===== src/rtl/addsub_serial.sv =====
// Limb-serial SIZE-bit adder/subtractor with registered carry and busy/done handshake.
// Define ADDSUB_MOD_EN to add a second limb-serial pass that folds the result into [0, MODULUS).
module addsub_serial #(
  parameter int SIZE = 448,
  parameter int LIMB = 64
`ifdef ADDSUB_MOD_EN
  ,
  parameter logic [SIZE-1:0] MODULUS = SIZE'(448'hFFFFFFFF_FFFFFFFF_FFFFFFFF_FFFFFFFF_FFFFFFFF_FFFFFFFF_FFFFFFFE_FFFFFFFF_FFFFFFFF_FFFFFFFF_FFFFFFFF_FFFFFFFF_FFFFFFFF_FFFFFFFF)
`endif
) (
  input  logic            clk,
  input  logic            rst,
  input  logic            start,
  input  logic            op,
  input  logic [SIZE-1:0] a,
  input  logic [SIZE-1:0] b,
  output logic [SIZE:0]   result,
  output logic            done,
  output logic            busy
);

  localparam int NUM_LIMBS = (SIZE + LIMB - 1) / LIMB;
  localparam int TW = NUM_LIMBS * LIMB;
  localparam int IW = $clog2(NUM_LIMBS + 1);

`ifdef ADDSUB_MOD_EN
  localparam logic [SIZE-1:0] MOD_INV = ~MODULUS;
  typedef enum logic [1:0] {IDLE, RUN, CORR, DONE} state_t;
`else
  typedef enum logic [1:0] {IDLE, RUN, DONE} state_t;
`endif

  state_t          state;
  logic [TW-1:0]   a_reg;
  logic [TW-1:0]   b_reg;
  logic [TW-1:0]   sum_reg;
  logic            carry;
  logic            op_reg;
  logic [IW-1:0]   idx;
`ifdef ADDSUB_MOD_EN
  logic            fix;
  logic            take_t;
`endif

  logic [SIZE-1:0] b_inv;
  logic [LIMB:0]   limb_sum;
  logic [TW-1:0]   sum_next;
  logic [TW:0]     full;
  logic            last;
  int              base;

  // One limb of the shared adder; full is the whole padded sum including this limb.
  always_comb begin
    b_inv    = ~b;
    base     = int'(idx) * LIMB;
    limb_sum = {1'b0, a_reg[base +: LIMB]} + {1'b0, b_reg[base +: LIMB]} + {{LIMB{1'b0}}, carry};
    sum_next = sum_reg;
    sum_next[base +: LIMB] = limb_sum[LIMB-1:0];
    full     = {limb_sum[LIMB], sum_next};
    last     = (idx == IW'(NUM_LIMBS - 1));
`ifdef ADDSUB_MOD_EN
    take_t   = op_reg ? fix : (fix | full[SIZE]);
`endif
  end

  always_ff @(posedge clk or negedge rst) begin
    if (!rst) begin
      state   <= IDLE;
      result  <= '0;
      done    <= 1'b0;
      busy    <= 1'b0;
      a_reg   <= '0;
      b_reg   <= '0;
      sum_reg <= '0;
      carry   <= 1'b0;
      op_reg  <= 1'b0;
      idx     <= '0;
`ifdef ADDSUB_MOD_EN
      fix     <= 1'b0;
`endif
    end else begin
      done <= 1'b0;
      case (state)
        IDLE, DONE: begin
          if (start) begin
            op_reg <= op;
            a_reg  <= TW'(a);
            b_reg  <= op ? TW'(b_inv) : TW'(b);
            carry  <= op;
            idx    <= '0;
            busy   <= 1'b1;
            state  <= RUN;
          end else begin
            busy  <= 1'b0;
            state <= IDLE;
          end
        end
        RUN: begin
          sum_reg <= sum_next;
          carry   <= limb_sum[LIMB];
          idx     <= idx + 1'b1;
          if (last) begin
`ifdef ADDSUB_MOD_EN
            // Reuse the adder: add subtracts MODULUS (+~M+1), sub adds MODULUS back.
            a_reg <= TW'(sum_next[SIZE-1:0]);
            b_reg <= op_reg ? TW'(MODULUS) : TW'(MOD_INV);
            carry <= ~op_reg;
            idx   <= '0;
            fix   <= op_reg ? ~full[SIZE] : full[SIZE];
            state <= CORR;
`else
            result <= op_reg ? {~full[SIZE], full[SIZE-1:0]} : full[SIZE:0];
            done   <= 1'b1;
            busy   <= 1'b0;
            state  <= DONE;
`endif
          end
        end
`ifdef ADDSUB_MOD_EN
        CORR: begin
          sum_reg <= sum_next;
          carry   <= limb_sum[LIMB];
          idx     <= idx + 1'b1;
          if (last) begin
            result <= {1'b0, take_t ? full[SIZE-1:0] : a_reg[SIZE-1:0]};
            done   <= 1'b1;
            busy   <= 1'b0;
            state  <= DONE;
          end
        end
`endif
        default: state <= IDLE;
      endcase
    end
  end

endmodule

===== config.mk =====
export PLATFORM = sky130hd
export DESIGN_NAME = addsub_serial
export DESIGN_NICKNAME = d
export VERILOG_FILES = /design/src/rtl/addsub_serial.sv
export SDC_FILE = /design/constraint.sdc
export NUM_CORES = 2
export LEC_CHECK = 0
export BUFFER_PORTS_ARGS = -buffer_cell sky130_fd_sc_hd__buf_2
export CELL_PAD_IN_SITES_DETAIL_PLACEMENT = 0
export CELL_PAD_IN_SITES_GLOBAL_PLACEMENT = 1
export CORE_AREA = 4 4 517 519
export CTS_BUF_LIST = sky130_fd_sc_hd__clkbuf_16
export CTS_CLUSTER_DIAMETER = 30
export DETAILED_ROUTE_END_ITERATION = 6
export DIE_AREA = 0 0 521 523
export HOLD_SLACK_MARGIN = 0.08
export PLACE_DENSITY_LB_ADDON = 0.1
export SYNTH_ARGS = -nofsm -noshare
export SYNTH_HDL_FRONTEND = slang
export SYNTH_SLANG_ARGS = --single-unit

===== constraint.sdc =====
create_clock -name clk -period 7.5 [get_ports clk]
set_input_delay 0.375 -clock clk [delete_from_list [all_inputs] [get_ports clk]]
set_output_delay 0.375 -clock clk [all_outputs]
set_load 0.01 [all_outputs]

==> impl_summary.md <==
Clock network
The CTS buffer count is 475. The maximum level of the CTS H-tree is 5. Clock tree synthesis found a total of 1802 sinks. For the worst-skew pair, the clock arrives at the later sink with an insertion delay of 0.94 ns. The clock-pin slew on the worst setup and hold paths is 0.04 ns. The total of cells resized after clock tree synthesis is 0.

The root cell of the clock tree is clkbuf_16. In this run the deepest clock path goes through 4 buffers. The TritonCTS clock tree is built.

Floorplan
The core outline area is 262000 sq um. The starting utilization of the core area is 31.9%. 1351 I/O pins were placed.

The die boundary height is 523 um. The area enclosed by the die boundary is 272000 sq um. After floorplanning, the core was divided into 188 placement rows. The die extent in x is 521 um.

Setup path
The required time at the worst-slack endpoint is 8.28 ns. The worst setup path is captured at a flip-flop. The category of the most critical setup path is reg -> reg. The worst register-to-register path ends at sum_reg[102]$_DFFE_PN0P_. The worst register-to-register path begins at idx[0]$_DFFE_PN0P_.

Along the worst path, the maximum fanout reaches 39. The critical path starts at idx[0]$_DFFE_PN0P_. The worst setup path is launched from a flip-flop. The critical path capture point is sum_reg[102]$_DFFE_PN0P_.

The register-to-register path setup slack is 1.02 ns. The arrival time of data at the critical path endpoint is 7.26 ns. For the worst flop-to-flop path, the logic depth is 15.

Status
The run finished with clean final reports.

Layout
The area growth from synthesis to layout is 42.6%. The multi-input combinational cells in the finished layout cover a total of 36100 sq um. Counting the fill cells in the layout gives 25.6k. Ranked by flip-flop count, first place goes to result. The flip-flop count of the largest register after layout is 449. The post-route non-filler standard cell count is 15.4k. In the final layout, flip-flops and latches occupy 45100 sq um. Cells with a size suffix above 1 make up 20.8% of the layout. In the layout the commonest cells are 2831 x nand2_1, 1800 x dfrtp_1, 1348 x buf_2. The commonest non-fill, non-tap cell in the layout is nand2_1. The final net count is 12.4k.

Synthesis
The synthesized design contains 1802 register bits. Of all flip-flops after synthesis, the portion carrying an async set or reset was 100%. The average instance area after synthesis is 9.07 sq um. The dominant synthesized flop cell is dfrtp_1. The number of cells produced by synthesis is 9211. The number of enable-type register cells in the synthesized netlist is 0.

The number of nets handed over by synthesis was 10.2k. The area share of the largest cell type after synthesis is 54.0%. The post-synth design cell area is 83600 sq um. Sequential cells were found to cover 54.0% of the synthesized design area. The Yosys step of the flow raised 0 warnings.

Yosys attributes the largest share of cell area to dfrtp_1 54%, nand2_1 13%, o21ai_0 7.8%. The cell type with the largest total area after synthesis is dfrtp_1. The count of different cell masters after synthesis is 68.

Timing
The number of pins with negative max-slew slack in the final report was 0. The time the worst path needs with I/O delays and setup is 6.48 ns. Adding up every negative setup slack in the final design gives 0 ns. For the pin with the worst max-slew slack, the measured transition is 1.17 ns. Setup repair after global routing left no endpoint under its margin.

The clock arrives with 0.0943 ns of skew. The worst max-slew margin expressed relative to the limit is 21.9%. The final setup violation count is 0. The final critical path takes up 86.4% of the cycle. Static timing analysis puts the maximum clock frequency at 154 MHz. The hold violation count in the final report is 0.

Power
The leakage power summed over all cells is 0.0569 uW. The maximum resistive drop on vdd is 0.423 mV. The power density over the cells is 577 nW/um^2.

Global route
The maximum number of pins on one net before global-route repair is 272. The final global-route overflow total is 0. The number of global-route vias before repair was 77.3k. The first global-routing pass estimated 541000 um of wire.

The global-route usage over all layers is 26.9%. The initial antenna violation count is 73.

Placement
The weighted congestion reported at the end of routability-driven placement is 0.896. The half-perimeter wire length after placement is 268000 um. In this run the tool buffered the top-level ports with 1350 buffer cells. Counting tap cells, the placed design contains a total of 13.5k instances.

Drt
Dividing the detail-routed via count by the number of cells gives 4.91. The routed wirelength normalized by instance count is 24.4 um. The total via count in the routed design is 75.6k. After the first detailed-routing iteration, the DRC count stood at 5593. In the routed design, unresolved DRC markers number 0. Once detail routing completed, the nets flagged for antenna violations numbered 0. The routed design has 375000 um of wire.

The number of search-and-repair iterations in the first detailed-routing pass is 5.

Job
The number of maximum-capacitance violations is 0.

Hold path
The class of the most critical hold timing path is in -> reg.
==> worst max-delay path, stage by stage (launching register included) <==
cell and delay [ns]:
dfrtp_4 0.52, buf_4 0.62, mux4_2 0.59, nand2_1 0.11, o21ai_0 0.21, fa_1 0.53
a211oi_1 0.36, o21a_1 0.22, o211ai_1 0.13, a31o_2 0.31, nor4b_4 0.15, o21ai_2 0.50
a21oi_1 0.16, o21ai_0 0.79, nand2_1 0.70, o31ai_1 0.42
==> what timing repair did <==
item                      4_1_cts  5_1_grt
hold endpoints to repair     1052        0
hold buffers                  952        0
buffers inserted                0        0
==> layer usage <==
layer	global-route usage, %	share of wire, %	routed length (um)
met5	0	0.031	116
met4	15.2	6.3	23500
met3	5.25	5.8	21600
met2	40.5	44	165000
met1	36.2	44	165000
==> cell families (layout without fill, tap and decap cells) <==
kind of cell             after synthesis  in the layout  share of synthesized area [%]
other                                  0             45                              0
buffers and inverters                729           3341                           3.28
XOR/XNOR                             505            505                           5.30
flip-flops                          1802           1802                           54.0
adder cells (fa/ha/maj)               69             69                           1.05
multiplexers                         296            296                           5.51
AO/OA/AOI/OAI                       2203           2203                           13.9
AND/OR/NAND/NOR                     3607           3607                           17.0
==> stage by stage <==
| step | hold WS, ns | utilization [%] | power (uW) | area, sq um | setup slack (ns) |
|---|---|---|---|---|---|
| after global routing | 0.142 | 45.4 | 73200 | 119000 | 0.513 |
| after floorplan | 0.0794 | - | 33400 | 83600 | 2.09 |
| final | 0.153 | 45.5 | 68700 | 119000 | 1.02 |
| after global placement | 0.438 | 35.8 | 48800 | 93800 | 0.844 |
| after detailed placement | 0.434 | 35.8 | 49100 | 93800 | 0.822 |
| after CTS | 0.0867 | 45.4 | 69400 | 119000 | 0.809 |
==> power breakdown <==
group / switching, uW / leakage, uW / internal, uW
registers: 3120 / 0.0227 / 14200
clock network: 6280 / 0.00784 / 13300
logic: 22000 / 0.0264 / 9800
total: 31400 / 0.0569 / 37300
==> Yosys cell counts (24+ instances only) <==
| cell type | instances |
|---|---|
| nand2_1 | 2842 |
| dfrtp_1 | 1802 |
| o21ai_0 | 1305 |
| a21oi_1 | 651 |
| clkbuf_1 | 617 |
| nor2_1 | 497 |
| xnor2_1 | 479 |
| mux2i_1 | 139 |
| mux4_2 | 128 |
| and3_1 | 87 |
| buf_1 | 81 |
| ha_1 | 67 |
| or2_2 | 44 |
| a21o_1 | 38 |
| o21a_1 | 38 |
| a31oi_1 | 37 |
| nand3_1 | 31 |
| o31ai_1 | 30 |
| mux2_2 | 29 |
| inv_1 | 25 |
| xor2_1 | 25 |
| or3_1 | 24 |
==> area by class of cell <==
type,count,share of cell area [%]
multi-input combinational,6680,30.3
timing repair buffer,2445,14.9
antenna,45,0.0945
clock buffer,478,10.0
inverter,25,0.0914
tap,3515,3.69
sequential,1802,37.9
clock inverter,393,3.08
==> worst min-delay path by stage <==
stage | from | to | slack [ns] | cells after the start
final | op | b_reg[205]$_DFFE_PN0P_ | 0.15 | 3
after global routing | a[287] | a_reg[287]$_DFFE_PN0P_ | 0.14 | 4
after CTS | a[218] | a_reg[218]$_DFFE_PN0P_ | 0.09 | 4
after detailed placement | rst | result[141]$_DFFE_PN0P_ | 0.43 | 1
after global placement | rst | result[141]$_DFFE_PN0P_ | 0.44 | 1
after floorplan | rst | a_reg[0]$_DFFE_PN0P_ | 0.08 | 0
Power figures use the tool's default switching activity.
